File: src/rtl/seg7_scan_display_pkg.sv
`default_nettype none
// ============================================================================
// Module      : seg7_pkg
// Description : Shared constants for the multiplexed seven-segment driver:
//               hex glyph table, blank pattern and segment bit positions.
// Revision    : 1.0 - initial release
// ============================================================================
package seg7_pkg;

    // Segment bit positions inside the 8-bit {dp,g,f,e,d,c,b,a} bus
    localparam int SEG_A  = 0;
    localparam int SEG_B  = 1;
    localparam int SEG_C  = 2;
    localparam int SEG_D  = 3;
    localparam int SEG_E  = 4;
    localparam int SEG_F  = 5;
    localparam int SEG_G  = 6;
    localparam int SEG_DP = 7;

    // All segments dark, expressed active-high (polarity is applied at the pins)
    localparam logic [7:0] SEG_OFF = 8'h00;

    // Active-high glyphs {g,f,e,d,c,b,a} for 0..F
    localparam logic [6:0] SEG_HEX [16] = '{
        7'h3F, 7'h06, 7'h5B, 7'h4F, 7'h66, 7'h6D, 7'h7D, 7'h07,
        7'h7F, 7'h6F, 7'h77, 7'h7C, 7'h39, 7'h5E, 7'h79, 7'h71
    };

endpackage
`default_nettype wire

File: src/rtl/seg7_scan_display_if.sv
`default_nettype none
// ============================================================================
// Module      : seg7_scan_display_if
// Description : Host-side controls and display pins of the scanned driver.
// Revision    : 1.0 - initial release
// ============================================================================
interface seg7_scan_display_if #(
    parameter int NUM_DIGITS = 4
);
    logic                    load;
    logic [4*NUM_DIGITS-1:0] data_in;
    logic [NUM_DIGITS-1:0]   dp_in;
    logic                    enable;
    logic                    blank_lz;
    logic                    blink_en;
    logic [7:0]              seg_out;
    logic [NUM_DIGITS-1:0]   digit_sel;
    logic                    scan_tick;

    modport master (
        output load, data_in, dp_in, enable, blank_lz, blink_en,
        input  seg_out, digit_sel, scan_tick
    );

    modport slave (
        input  load, data_in, dp_in, enable, blank_lz, blink_en,
        output seg_out, digit_sel, scan_tick
    );
endinterface
`default_nettype wire

File: src/rtl/seg7_hex_decoder.sv
`default_nettype none
// ============================================================================
// Module      : seg7_hex_decoder
// Description : Combinational hex nibble to active-high seven-segment glyph.
// Revision    : 1.0 - initial release
// ============================================================================
module seg7_hex_decoder
    import seg7_pkg::*;
(
    input  logic [3:0] nibble_i,
    output logic [6:0] seg_o
);

    // Straight table lookup of the glyph
    always_comb begin
        seg_o = SEG_HEX[nibble_i];
    end

endmodule
`default_nettype wire

File: src/rtl/seg7_scan_display.sv
`default_nettype none
// ============================================================================
// Module      : seg7_scan_display
// Description : Time-multiplexed NUM_DIGITS hex display scanner with shadow
//               load, leading-zero blanking, decimal points, blink and
//               selectable pin polarity.
// Revision    : 1.0 - initial release
// ============================================================================
module seg7_scan_display
    import seg7_pkg::*;
#(
    parameter int NUM_DIGITS  = 4,
    parameter int REFRESH_DIV = 50000,
    parameter int BLINK_DIV   = 64,
    parameter int ACTIVE_LOW  = 1
) (
    input  logic                clk,
    input  logic                reset,
    seg7_scan_display_if.slave  scan_if
);

    localparam int PS_W  = $clog2(REFRESH_DIV);
    localparam int IDX_W = (NUM_DIGITS > 1) ? $clog2(NUM_DIGITS) : 1;
    localparam int BL_W  = (BLINK_DIV > 1) ? $clog2(BLINK_DIV) : 1;

    localparam logic [PS_W-1:0]  PS_LAST  = PS_W'(REFRESH_DIV - 1);
    localparam logic [IDX_W-1:0] IDX_LAST = IDX_W'(NUM_DIGITS - 1);
    localparam logic [BL_W-1:0]  BL_LAST  = BL_W'(BLINK_DIV - 1);

    // XOR masks that turn active-high patterns into pin levels
    localparam logic                  POL      = (ACTIVE_LOW != 0);
    localparam logic [7:0]            SEG_MASK = {8{POL}};
    localparam logic [NUM_DIGITS-1:0] SEL_MASK = {NUM_DIGITS{POL}};

    logic [4*NUM_DIGITS-1:0] shadow_data_q, shadow_data_d;
    logic [NUM_DIGITS-1:0]   shadow_dp_q,   shadow_dp_d;
    logic [PS_W-1:0]         prescaler_q,   prescaler_d;
    logic [IDX_W-1:0]        digit_idx_q,   digit_idx_d;
    logic [BL_W-1:0]         blink_cnt_q,   blink_cnt_d;
    logic                    blink_phase_q, blink_phase_d;
    logic                    scan_tick_q,   scan_tick_d;
    // Raw (active-high, ungated) pattern of the digit in the current slot
    logic [7:0]              seg_raw_q,     seg_raw_d;
    logic [NUM_DIGITS-1:0]   sel_raw_q,     sel_raw_d;
    // Pin-level registers after enable/blink gating and polarity
    logic [7:0]              seg_out_q,     seg_out_d;
    logic [NUM_DIGITS-1:0]   digit_sel_q,   digit_sel_d;

    logic                    tick;
    logic [IDX_W-1:0]        digit_next;
    logic [3:0]              sel_nibble;
    logic                    sel_dp;
    logic                    nonzero_above;
    logic                    blanked;
    logic [NUM_DIGITS-1:0]   sel_onehot;
    logic [6:0]              hex_seg;
    logic                    visible;

    seg7_hex_decoder u_hex_decoder (
        .nibble_i (sel_nibble),
        .seg_o    (hex_seg)
    );

    // Slot timing, digit selection from the shadow value and blanking test
    always_comb begin
        tick          = (prescaler_q == PS_LAST);
        digit_next    = (digit_idx_q == IDX_LAST) ? '0 : digit_idx_q + IDX_W'(1);
        sel_nibble    = 4'h0;
        sel_dp        = 1'b0;
        nonzero_above = 1'b0;
        sel_onehot    = '0;
        for (int k = 0; k < NUM_DIGITS; k++) begin
            if (IDX_W'(k) == digit_next) begin
                sel_nibble    = shadow_data_q[4*k +: 4];
                sel_dp        = shadow_dp_q[k];
                sel_onehot[k] = 1'b1;
            end
            if ((IDX_W'(k) >= digit_next) && (shadow_data_q[4*k +: 4] != 4'h0)) begin
                nonzero_above = 1'b1;
            end
        end
        // Digit 0 always shows, so an all-zero value still reads "0"
        blanked = scan_if.blank_lz && (digit_next != '0) && !nonzero_above;
    end

    // Next-state for counters, shadow registers and the gated output pins
    always_comb begin
        shadow_data_d = shadow_data_q;
        shadow_dp_d   = shadow_dp_q;
        if (scan_if.load) begin
            shadow_data_d = scan_if.data_in;
            shadow_dp_d   = scan_if.dp_in;
        end

        prescaler_d = tick ? '0 : prescaler_q + PS_W'(1);
        digit_idx_d = tick ? digit_next : digit_idx_q;
        scan_tick_d = tick;

        // Blink counter advances once per complete scan round
        blink_cnt_d   = blink_cnt_q;
        blink_phase_d = blink_phase_q;
        if (tick && (digit_idx_q == IDX_LAST)) begin
            if (blink_cnt_q == BL_LAST) begin
                blink_cnt_d   = '0;
                blink_phase_d = ~blink_phase_q;
            end else begin
                blink_cnt_d = blink_cnt_q + BL_W'(1);
            end
        end

        seg_raw_d = seg_raw_q;
        sel_raw_d = sel_raw_q;
        if (tick) begin
            seg_raw_d = {sel_dp, blanked ? 7'h00 : hex_seg};
            sel_raw_d = sel_onehot;
        end

        // Gating follows the post-edge blink phase so it switches with the digit
        visible     = scan_if.enable && (!scan_if.blink_en || blink_phase_d);
        seg_out_d   = (visible ? seg_raw_d : SEG_OFF) ^ SEG_MASK;
        digit_sel_d = (visible ? sel_raw_d : '0) ^ SEL_MASK;
    end

    // State registers with asynchronous clear to the dark display
    always_ff @(posedge clk or posedge reset) begin
        if (reset) begin
            shadow_data_q <= '0;
            shadow_dp_q   <= '0;
            prescaler_q   <= '0;
            digit_idx_q   <= '0;
            blink_cnt_q   <= '0;
            blink_phase_q <= 1'b1;
            scan_tick_q   <= 1'b0;
            seg_raw_q     <= SEG_OFF;
            sel_raw_q     <= '0;
            seg_out_q     <= SEG_OFF ^ SEG_MASK;
            digit_sel_q   <= SEL_MASK;
        end else begin
            shadow_data_q <= shadow_data_d;
            shadow_dp_q   <= shadow_dp_d;
            prescaler_q   <= prescaler_d;
            digit_idx_q   <= digit_idx_d;
            blink_cnt_q   <= blink_cnt_d;
            blink_phase_q <= blink_phase_d;
            scan_tick_q   <= scan_tick_d;
            seg_raw_q     <= seg_raw_d;
            sel_raw_q     <= sel_raw_d;
            seg_out_q     <= seg_out_d;
            digit_sel_q   <= digit_sel_d;
        end
    end

    assign scan_if.seg_out   = seg_out_q;
    assign scan_if.digit_sel = digit_sel_q;
    assign scan_if.scan_tick = scan_tick_q;

endmodule
`default_nettype wire

File: src/flat_wrapper.sv
// flat-port wrapper written by rule: the top's interface ports become plain ports
module seg7_scan_display_flat import seg7_pkg::*;
#(
    parameter int NUM_DIGITS  = 4,
    parameter int REFRESH_DIV = 50000,
    parameter int BLINK_DIV   = 64,
    parameter int ACTIVE_LOW  = 1
)
  (clk, reset, scan_if_load, scan_if_data_in, scan_if_dp_in, scan_if_enable, scan_if_blank_lz, scan_if_blink_en, scan_if_seg_out, scan_if_digit_sel, scan_if_scan_tick);
  seg7_scan_display_if #(.NUM_DIGITS(NUM_DIGITS)) scan_if_i ();
  input  logic clk;
  input  logic reset;
  input wire logic [$bits(scan_if_i.load)-1:0] scan_if_load;
  input wire logic [$bits(scan_if_i.data_in)-1:0] scan_if_data_in;
  input wire logic [$bits(scan_if_i.dp_in)-1:0] scan_if_dp_in;
  input wire logic [$bits(scan_if_i.enable)-1:0] scan_if_enable;
  input wire logic [$bits(scan_if_i.blank_lz)-1:0] scan_if_blank_lz;
  input wire logic [$bits(scan_if_i.blink_en)-1:0] scan_if_blink_en;
  output wire logic [$bits(scan_if_i.seg_out)-1:0] scan_if_seg_out;
  output wire logic [$bits(scan_if_i.digit_sel)-1:0] scan_if_digit_sel;
  output wire logic [$bits(scan_if_i.scan_tick)-1:0] scan_if_scan_tick;
  assign scan_if_i.load = scan_if_load;
  assign scan_if_i.data_in = scan_if_data_in;
  assign scan_if_i.dp_in = scan_if_dp_in;
  assign scan_if_i.enable = scan_if_enable;
  assign scan_if_i.blank_lz = scan_if_blank_lz;
  assign scan_if_i.blink_en = scan_if_blink_en;
  assign scan_if_seg_out = scan_if_i.seg_out;
  assign scan_if_digit_sel = scan_if_i.digit_sel;
  assign scan_if_scan_tick = scan_if_i.scan_tick;
  seg7_scan_display #(.NUM_DIGITS(NUM_DIGITS), .REFRESH_DIV(REFRESH_DIV), .BLINK_DIV(BLINK_DIV), .ACTIVE_LOW(ACTIVE_LOW)) u_core (.clk(clk), .reset(reset), .scan_if(scan_if_i));
endmodule
File: config.mk
export PLATFORM = sky130hd
export DESIGN_NAME = seg7_scan_display_flat
export DESIGN_NICKNAME = d
export VERILOG_FILES = /design/src/rtl/seg7_scan_display_pkg.sv /design/src/rtl/seg7_scan_display_if.sv /design/src/rtl/seg7_hex_decoder.sv /design/src/rtl/seg7_scan_display.sv /design/src/flat_wrapper.sv
export SDC_FILE = /design/constraint.sdc
export NUM_CORES = 1
export LEC_CHECK = 0
export CAP_MARGIN = 5
export CORE_ASPECT_RATIO = 1.2
export CORE_MARGIN = 2
export CORE_UTILIZATION = 55
export CTS_CLUSTER_DIAMETER = 50
export DETAILED_ROUTE_END_ITERATION = 6
export PLACE_DENSITY = 0.86
export SETUP_SLACK_MARGIN = 0.05
export SYNTH_ARGS = -nofsm -noshare
export SYNTH_HDL_FRONTEND = slang
export SYNTH_SLANG_ARGS = --single-unit
File: constraint.sdc
create_clock -name clk -period 5.4 [get_ports clk]
set_input_delay 1.08 -clock clk [delete_from_list [all_inputs] [get_ports clk]]
set_output_delay 1.08 -clock clk [all_outputs]
set_load 0.05 [all_outputs]
; ---- Word level (Yosys, flattened, before mapping)
; Memory sizes are Yosys's and may differ from the RTL's.
; Cells that the tools add are included.
[word_totals]
ff_bits = 70
mem_bits_ro = 112
n_memories = 1
[classes]
add_sub_neg = 3
magnitude_cmp = 5
n_eq_ne = 6
mux = 28
bitwise = 4
n_reduce_logical = 17
[memory_table]
columns = name, words, word_bits, rd, rd_clocked_by_memory_dff, wr, line
row1 = (no name shown), 16, 7, 1, 0, 0, seg7_hex_decoder.sv:16  ; seg_o = SEG_HEX[nibble_i];
[op_table]
columns = operator, n
row1 = 2-to-1 mux 4 bit, 6
row2 = 2-to-1 mux 7 bit, 3
row3 = "adder 16 x 1 -> 16 bit, second input constant", 1
row4 = "equality test 16 bit, second input constant", 1
row5 = 2-to-1 mux 16 bit, 1
row6 = 2-to-1 mux 8 bit, 2
row7 = nonzero test 4 bit, 4
row8 = 2-to-1 mux 1 bit, 14
row9 = logical AND 1 bit, 8
row10 = NOT 8 bit, 1
row11 = "adder 6 x 1 -> 6 bit, second input constant", 1
row12 = "equality test 6 bit, second input constant", 1
row13 = 2-to-1 mux 6 bit, 1
row14 = "greater-or-equal comparator 5 bit, second input constant", 1
row15 = NOT 4 -> 5 bit, 1
row16 = "equality test 2 bit, first input constant", 2
row17 = "greater-or-equal comparator 1 x 2 -> 1 bit, first input constant", 2
row18 = "greater-or-equal comparator 2 bit, first input constant", 2
row19 = NOT 4 bit, 1
row20 = "adder 2 x 1 -> 2 bit, second input constant", 1
row21 = "equality test 1 x 2 -> 1 bit, first input constant", 1
row22 = "equality test 2 bit, second input constant", 1
row23 = logical NOT 1 bit, 2
row24 = logical NOT 2 bit, 1
row25 = 4 further kinds, 4

; ---- Longest topological paths before layout
; Gate-level depths: netlist (run 1).
[depth]
word_depth = 15
ltp_mapped = 12
depth_no_buf = 11

; ---- Hierarchy
; From an unflattened synthesis (run 1), not the netlist that was laid out.
[unflattened]
hier_cells = 294
hier_area_um2 = 3281.9
[by_module_without_submodules]
columns = mod, instances, cells_each, area_per_inst_um2, seq_area_each_um2
row1 = seg7_scan_display, 1, 261, 2994.1, 1767.9
row2 = seg7_hex_decoder, 1, 33, 287.8, 0.0

; ---- Least setup slack after synthesis (run 1)
; OpenSTA, ideal clock, no wires.
[synth_timing]
kind = register -> register
start = register u_core.digit_idx_q[0]
end = register u_core.seg_out_q[1], in the netlist u_core.scan_if.seg_out[1]
setup_ns = 0.084
t_arrival_ns = 2.378
slack_ns = 2.938
stages_incl_launch_ff = 13
n_path_buf = 1
synth_period_minus_slack_ns = 2.462
path_cell_list = dfrtp_1 -> inv_1 -> ha_1 -> buf_6 -> nor2b_1 -> a22oi_1 -> a221oi_2 -> inv_1 -> ha_1 -> nor2_1 -> a211oi_2 -> o31ai_4 -> nand2_1
[synth_between]
elab_chain_len = 15
word_cells_on_any_way = 39
cone_classes = add/sub: 1 / order compare: 4 / eq/ne: 4 / mux: 15 / bitwise: 2 / reduce/logical: 12 / memory: 1
[synth_lines]
columns = item, line
row1 = start: declaration, seg7_scan_display.sv:38  ; logic [IDX_W-1:0] digit_idx_q, digit_idx_d;
row2 = start signal: assignment, seg7_scan_display.sv:142  ; digit_idx_q <= digit_idx_d;
row3 = adder 2 x 1 -> 2 bit / equality test 2 bit (equally long branches), seg7_scan_display.sv:67  ; digit_next = (digit_idx_q == IDX_LAST) ? '0 : digit_idx_q + IDX_W'(1);
row4 = 2-to-1 mux 2 bit *, seg7_scan_display.sv:67
row5 = logical NOT 2 bit, seg7_scan_display.sv:73  ; if (IDX_W'(k) == digit_next) begin
row6 = 2-to-1 mux 4 bit (4 in a row), seg7_scan_display.sv:73
row7 = NOT 4 -> 5 bit (implied by the code), seg7_hex_decoder.sv:16
row8 = memory read (16 x 7 bit), n/a
row9 = 2-to-1 mux 7 bit (implied by the code) (2 in a row), seg7_hex_decoder.sv:16
row10 = 2-to-1 mux 7 bit *, seg7_scan_display.sv:114  ; seg_raw_d = {sel_dp, blanked ? 7'h00 : hex_seg};
row11 = 2-to-1 mux 8 bit *, seg7_scan_display.sv:113  ; if (tick) begin
row12 = net u_core.seg_raw_d[1], seg7_scan_display.sv:43  ; logic [7:0] seg_raw_q, seg_raw_d;
row13 = 2-to-1 mux 8 bit *, seg7_scan_display.sv:120  ; seg_out_d = (visible ? seg_raw_d : SEG_OFF) ^ SEG_MASK;
row14 = NOT 8 bit (no source line) *, n/a
row15 = net u_core.seg_out_d[1], seg7_scan_display.sv:46  ; logic [7:0] seg_out_q, seg_out_d;
row16 = end signal: assignment, seg7_scan_display.sv:136  ; seg_out_q <= SEG_OFF ^ SEG_MASK;
row17 = end signal: assignment, seg7_scan_display.sv:148  ; seg_out_q <= seg_out_d;
row18 = end: declaration, seg7_scan_display.sv:46
; The timed path passes the listed nets; every way through them passes the cells marked *. The select of a mux whose other input is x is not followed.
; A chain may end at the register's enable or synchronous reset.

; ---- Final worst setup path (run 1)
; Ends and elaborated chain as after synthesis.

==> results of run 1 <==
## placed cells by master (no fill, tap or decap), types with 3 or more instances in the layout
master / n
dfrtp_1: 57
nand2_1: 55
clkdlybuf4s50_1: 38
mux2_2: 19
nor2_1: 17
ha_1: 14
dfstp_2: 13
clkbuf_8: 10
inv_1: 9
nand3_1: 9
xnor2_1: 8
o21ai_0: 7
xor2_1: 7
o21ai_1: 5
nor2b_1: 5
and3_1: 4
a21oi_1: 4
nor3_1: 4
nand4_1: 3
nor3b_1: 3
nand3b_1: 3
clkinv_2: 3
## worst min-delay path, delay by kind of cell (launching register included)
family	cells	cell delay [ns]
compound gates	1	0.06
flops	1	0.33
simple gates	1	0.06
## sequential cells by signal (all words and copies together), names as in the netlist
name                      cells
u_core.blink_phase_q          1
u_core.seg_raw_q              8
u_core.digit_idx_q            2
u_core.blink_cnt_q            6
u_core.prescaler_q           16
u_core.sel_raw_q              4
u_core.scan_if.digit_sel      4
u_core.scan_if.scan_tick      1
u_core.shadow_dp_q            4
u_core.scan_if.seg_out        8
u_core.shadow_data_q         16
## worst min-delay path by stage
stage / cells after the start / from / endpoint
2_1_floorplan: 2 / u_core.seg_raw_q[0] / u_core.seg_raw_q[0]
3_3_place_gp: 2 / u_core.seg_raw_q[0] / u_core.seg_raw_q[0]
3_5_place_dp: 2 / u_core.seg_raw_q[0] / u_core.seg_raw_q[0]
4_1_cts: 2 / u_core.seg_raw_q[0] / u_core.seg_raw_q[0]
5_1_grt: 2 / u_core.seg_raw_q[0] / u_core.seg_raw_q[0]
6_report: 2 / u_core.seg_raw_q[0] / u_core.seg_raw_q[0]
## metal layers
layer,part of all wire (%),up-vias,wire length (µm)
met1,43,1097,2650
met4,1.7,0,102
met3,3.2,8,196
met2,52,49,3148
li1,-,1113,-
met5,0,-,0
## per-stage QoR
| stage | hold WS [ns] | instance area, µm² | setup slack, ns |
|---|---|---|---|
| after floorplan | 0.4390 | 3337 | 2.573 |
| after global placement | 0.4536 | 3769 | 2.534 |
| after detailed placement | 0.4715 | 3769 | 2.484 |
| after CTS | 0.4862 | 3936 | 2.445 |
| after global routing | 0.5042 | 3936 | 2.197 |
| final | 0.4822 | 3936 | 2.444 |
## power groups by stage
stage	Clock [mW]	Combinational [mW]	Sequential, mW
finish	0.360	0.109	0.556
global route	0.394	0.120	0.557
CTS	0.368	0.110	0.556
detailed placement	0	0.109	0.565
global placement	0	0.106	0.564
floorplan	0	0.0652	0.572
## final cells by class
class                      count  area (µm²)  share of cell area, %
timing repair buffer          39       387.9                  9.854
inverter                      11       41.29                  1.049
clock buffer                  12       145.1                  3.687
sequential                    70        1768                  44.91
tap                           82       102.6                  2.606
multi-input combinational    207        1469                  37.32
clock inverter                 4       22.52                 0.5722
## logic make-up after synthesis
| logic type | share of synthesized area, % |
|---|---|
| AOI/OAI and AO/OA | 10.35 |
| xor gates and xnor gates | 4.425 |
| adders and majority gates | 5.249 |
| buffers and inverters | 2.999 |
| DFF | 52.98 |
| muxes | 7.012 |
| and+or+nand+nor | 16.99 |
==> impl_metrics.tcl, run 1 <==
set metrics [dict create \
    dp_cells 409 \
    cap_violations 0 \
    grt.busiest_layer "met2" \
    cp_num_cells 11 \
    core_area_um2 5934 \
    yosys-top-cells-count "57 x dfrtp_1, 55 x nand2_1, 19 x mux2_2" \
    drc 0 \
    r2r_cells 11 \
    ys_seq_area_share_pct 52.98 \
    r2r_start "u_core.digit_idx_q[0]" \
    critPathLaunch "u_core.digit_idx_q[0]" \
    skew_ns 0.01163 \
    grt_pass1_vias 2217 \
    cp.arrival_ns 3.20 \
    critPathMaxFanout 9 \
    async_reset_ff_share_pct 100.0 \
    drt_iter0_drc 149 \
    cp_num_buf_inv 2 \
    postCtsSetupBuffers 0 \
    area_growth_pct 17.96 \
    route.antenna.remaining_nets 0 \
    yosys.cell_count.top_type "dfrtp_1" \
    io_pins 39 \
    worst_pin_slew_ns 0.8426 \
    fin_crit_ns 2.956 \
    grt_first_pass_wirelength_um 10290 \
    r2r-end "u_core.scan_if.seg_out[1]" \
    min_period_over_period_pct 54.73 \
    clk_latency_ns 0.34 \
    vias_per_cell 5.334 \
    hold_viol 0 \
    slew_viol_final 0 \
    yosys_warnings 0 \
    pwr-share-clk_pct 35.1 \
    finalNonFillerCells 425 \
    leakagePower_nw 1.720 \
    dr_total_vias 2267 \
    cts_sinks 70 \
    hold_buffers 0 \
    syn_inst 297 \
    slowest_stage "a221oi_2" \
    gr-total-overflow 0 \
    cts_buffer_depth 2 \
    grt_util_met2_pct 32.70 \
    clock-root-buffer "clkbuf_8" \
    p_total_mw 1.025 \
    start_kind "flip-flop" \
    die_y_um 89.33 \
    routedWlPerCell_um 14.35 \
    cts-resized-gates 0 \
    use_met3_pct 5.524 \
    setup_viol 0 \
    p_per_area_nw_per_um2 260.3 \
    cts-buffers-inserted 9 \
    ys_top_cells_by_area "dfrtp_1 43%, dfstp_2 10%, mux2_2 6.4%, nand2_1 6.2%, ha_1 5.2%" \
    cts_tree "done" \
    ys_ff_latch 70 \
    ir_worst_vdd_v 0.0002450 \
    grt.total_usage_pct 20.71 \
    critPathKind "flip-flop to flip-flop" \
    gp_congestion 0.8211 \
    avgSynthCellArea_um2 11.24 \
    antenna_found_initial 0 \
    post_route_cells_drive_above_1_share_pct 18.37 \
    p_sw_mw 0.2514 \
    first_pass_iters 4 \
    die_w_um 75.11 \
    synth_cell_types 54 \
    start_util_pct 56.23 \
    hpwl_um 4385 \
    n_antenna_cell 0 \
    grt_setup_unrepaired "false" \
    clk_pin_slew_ns 0.08 \
    portBuffers 38 \
    max_stage_delay_ns 0.49 \
    fin_nets 378 \
    synth_edf_count 0 \
    n_fill_cell 432 \
    power_switching_share_pct 24.54 \
    p_comb_share_pct 10.6 \
    wl_um 6098 \
    syn_nets 337 \
    synth.cell_area_um2 3337 \
    cts_max_level 3 \
    seqPwrFrac_pct 54.2 \
    worstSetupEndpoint "u_core.scan_if.seg_out[1]" \
    max_freq_ghz 0.3383 \
    grt_use_met1_pct 26.89 \
    tns_ns 0 \
    cp-end-kind "flip-flop" \
    status "finished, final reports clean" \
    path_cells "inv_1 -> ha_1 -> nor2b_1 -> a22oi_1 -> a221oi_2 -> inv_1 -> ha_1 -> nor2_1 -> a211oi_2 -> o31ai_4 -> nand2_1" \
    yosys.area.top_type_share_pct 42.74 \
    synth_ff_type "dfrtp_1" \
    required_ns 5.65 \
    die_area_um2 6709 \
    rrSetupSlack_ns 2.44 \
    num_rows 31 \
    yosysTopAreaCell "dfrtp_1" \
    grt_max_degree 71 \
    min_path_type "flip-flop to flip-flop" \
    fin_util_pct 66.33 \
    relSlewSlack_pct 43.83 \
    cp_top_family "compound AO/OA/AOI/OAI gates" \
    p_int_mw 0.7731 \
]
Note: power is estimated with default switching activity, not from simulation.
==> inputs of run 2 (changes only) <==
==> constraint.sdc (replaced) <==
create_clock -name clk -period 2.77 [get_ports clk]
set_input_delay 0.554 -clock clk [delete_from_list [all_inputs] [get_ports clk]]
set_output_delay 0.554 -clock clk [all_outputs]
set_load 0.05 [all_outputs]
==> impl_metrics.tcl, run 2 (same netlist as run 1, synthesis figures left out) <==
set metrics [dict create \
    status "finished, final reports clean" \
    p_comb_share_pct 10.6 \
    start_util_pct 56.23 \
    dr_total_vias 2314 \
    p_int_mw 1.565 \
    cts-buffers-inserted 9 \
    route.antenna.remaining_nets 0 \
    cp.arrival_ns 2.77 \
    slew_viol_final 0 \
    hold_viol 0 \
    final_common_cell "dfrtp_1" \
    fin_nets 386 \
    p_sw_mw 0.5038 \
    die_y_um 89.33 \
    cts-resized-gates 0 \
    reg.largest.list "u_core.prescaler_q x16, u_core.shadow_data_q x16" \
    critPathMaxFanout 9 \
    skew_ns 0.01024 \
    critPathLaunch "u_core.digit_idx_q[0]" \
    max_freq_ghz 0.4001 \
    drt_iter0_drc 169 \
    clk_pin_slew_ns 0.07 \
    p_total_mw 2.068 \
    core_area_um2 5934 \
    first_pass_iters 4 \
    io_pins 39 \
    fin_util_pct 67.66 \
    power_switching_share_pct 24.36 \
    worst_pin_slew_ns 0.5007 \
    required_ns 3.04 \
    placed_area_um2 3829 \
    grt_first_pass_wirelength_um 10540 \
    rrSetupSlack_ns 0.27 \
    n_antenna_cell 0 \
    p_per_area_nw_per_um2 515.1 \
    vias_per_cell 5.344 \
    gp_congestion 0.8880 \
    hold_slack_ns 0.4474 \
    cts_tree "done" \
    layout_common_cells "57 x dfrtp_1, 55 x nand2_1, 38 x clkdlybuf4s50_1" \
    cts_max_level 3 \
    grt.total_usage_pct 21.29 \
    grt_pass1_vias 2195 \
    pwr-share-clk_pct 36.8 \
    min_period_over_period_pct 90.23 \
    area_growth_pct 20.32 \
    min_path_type "input pin to asynchronous set/reset pin" \
    postCtsSetupBuffers 0 \
    cp-end-kind "flip-flop" \
    gr-total-overflow 0 \
    post_route_cells_drive_above_1_share_pct 20.51 \
    start_kind "flip-flop" \
    cts_buffer_depth 2 \
    wl_um 6141 \
    cap_violations 0 \
    grt_setup_unrepaired "false" \
    portBuffers 38 \
    antenna_found_initial 0 \
    grt_max_degree 34 \
    r2r_cells 11 \
    clock-root-buffer "clkbuf_8" \
    num_rows 31 \
    routedWlPerCell_um 14.18 \
    relSlewSlack_pct 66.51 \
    drc 0 \
    r2r_start "u_core.digit_idx_q[0]" \
    fin_crit_ns 2.499 \
    seqPwrFrac_pct 52.6 \
    r2r-end "u_core.scan_if.seg_out[1]" \
    critPathKind "flip-flop to flip-flop" \
    fin_area_um2 4015 \
    die_w_um 75.11 \
    leakagePower_nw 1.769 \
    hpwl_um 4573 \
    tns_ns 0 \
    ir_worst_vdd_v 0.0003386 \
    hold_buffers 0 \
    cts_sinks 70 \
    die_area_um2 6709 \
    setup_viol 0 \
    clk_latency_ns 0.35 \
]
## run 2: layout make-up
class / instances / area (µm²)
clock buffers: 13 / 168.9
fillers: 431 / 1919
repair buffers: 47 / 447.9
well taps: 82 / 102.6
inverters: 11 / 41.29
clock inverters: 3 / 17.52
flip-flops and latches: 70 / 1768
multi-input cells: 207 / 1469
## run 2: critical path, stage by stage, from the launching register on
cell and delay, ns:
dfrtp_1 0.41, inv_1 0.11, ha_1 0.31, nor2b_1 0.23, a22oi_1 0.12, a221oi_2 0.29, inv_1 0.13, ha_1 0.31
nor2_1 0.14, a211oi_2 0.07, o31ai_4 0.23, nand2_1 0.07
## run 2: worst max path at each step
stage | end | slack [ns] | cells after the start
after floorplan | u_core.scan_if.seg_out[1] | 0.31 | 12
after global placement | u_core.scan_if.seg_out[1] | 0.38 | 10
after detailed placement | u_core.scan_if.seg_out[1] | 0.30 | 11
after CTS | u_core.scan_if.seg_out[1] | 0.28 | 11
after global routing | u_core.scan_if.seg_out[3] | 0.06 | 9
final | u_core.scan_if.seg_out[1] | 0.27 | 11
## run 2: power groups by stage
stage,registers (mW),clock network (mW),logic (mW)
after global placement,1.10,0,0.214
after detailed placement,1.11,0,0.220
final,1.09,0.762,0.219
after CTS,1.09,0.776,0.222
after floorplan,1.11,0,0.127
after global routing,1.09,0.822,0.243
## run 2: routing by layer
layer	track usage, %	vias up	share of wire (%)
li1	-	1123	-
met1	27.04	1133	44
met2	34.37	45	51
met3	5.524	13	3.5
met4	9.091	0	2.1
met5	0	-	0
## run 2: per-stage QoR
step	std cells	setup WS, ns
2_1_floorplan	297	0.3080
3_3_place_gp	417	0.3772
3_5_place_dp	417	0.2956
4_1_cts	433	0.2840
5_1_grt	433	0.05927
6_report	433	0.2706
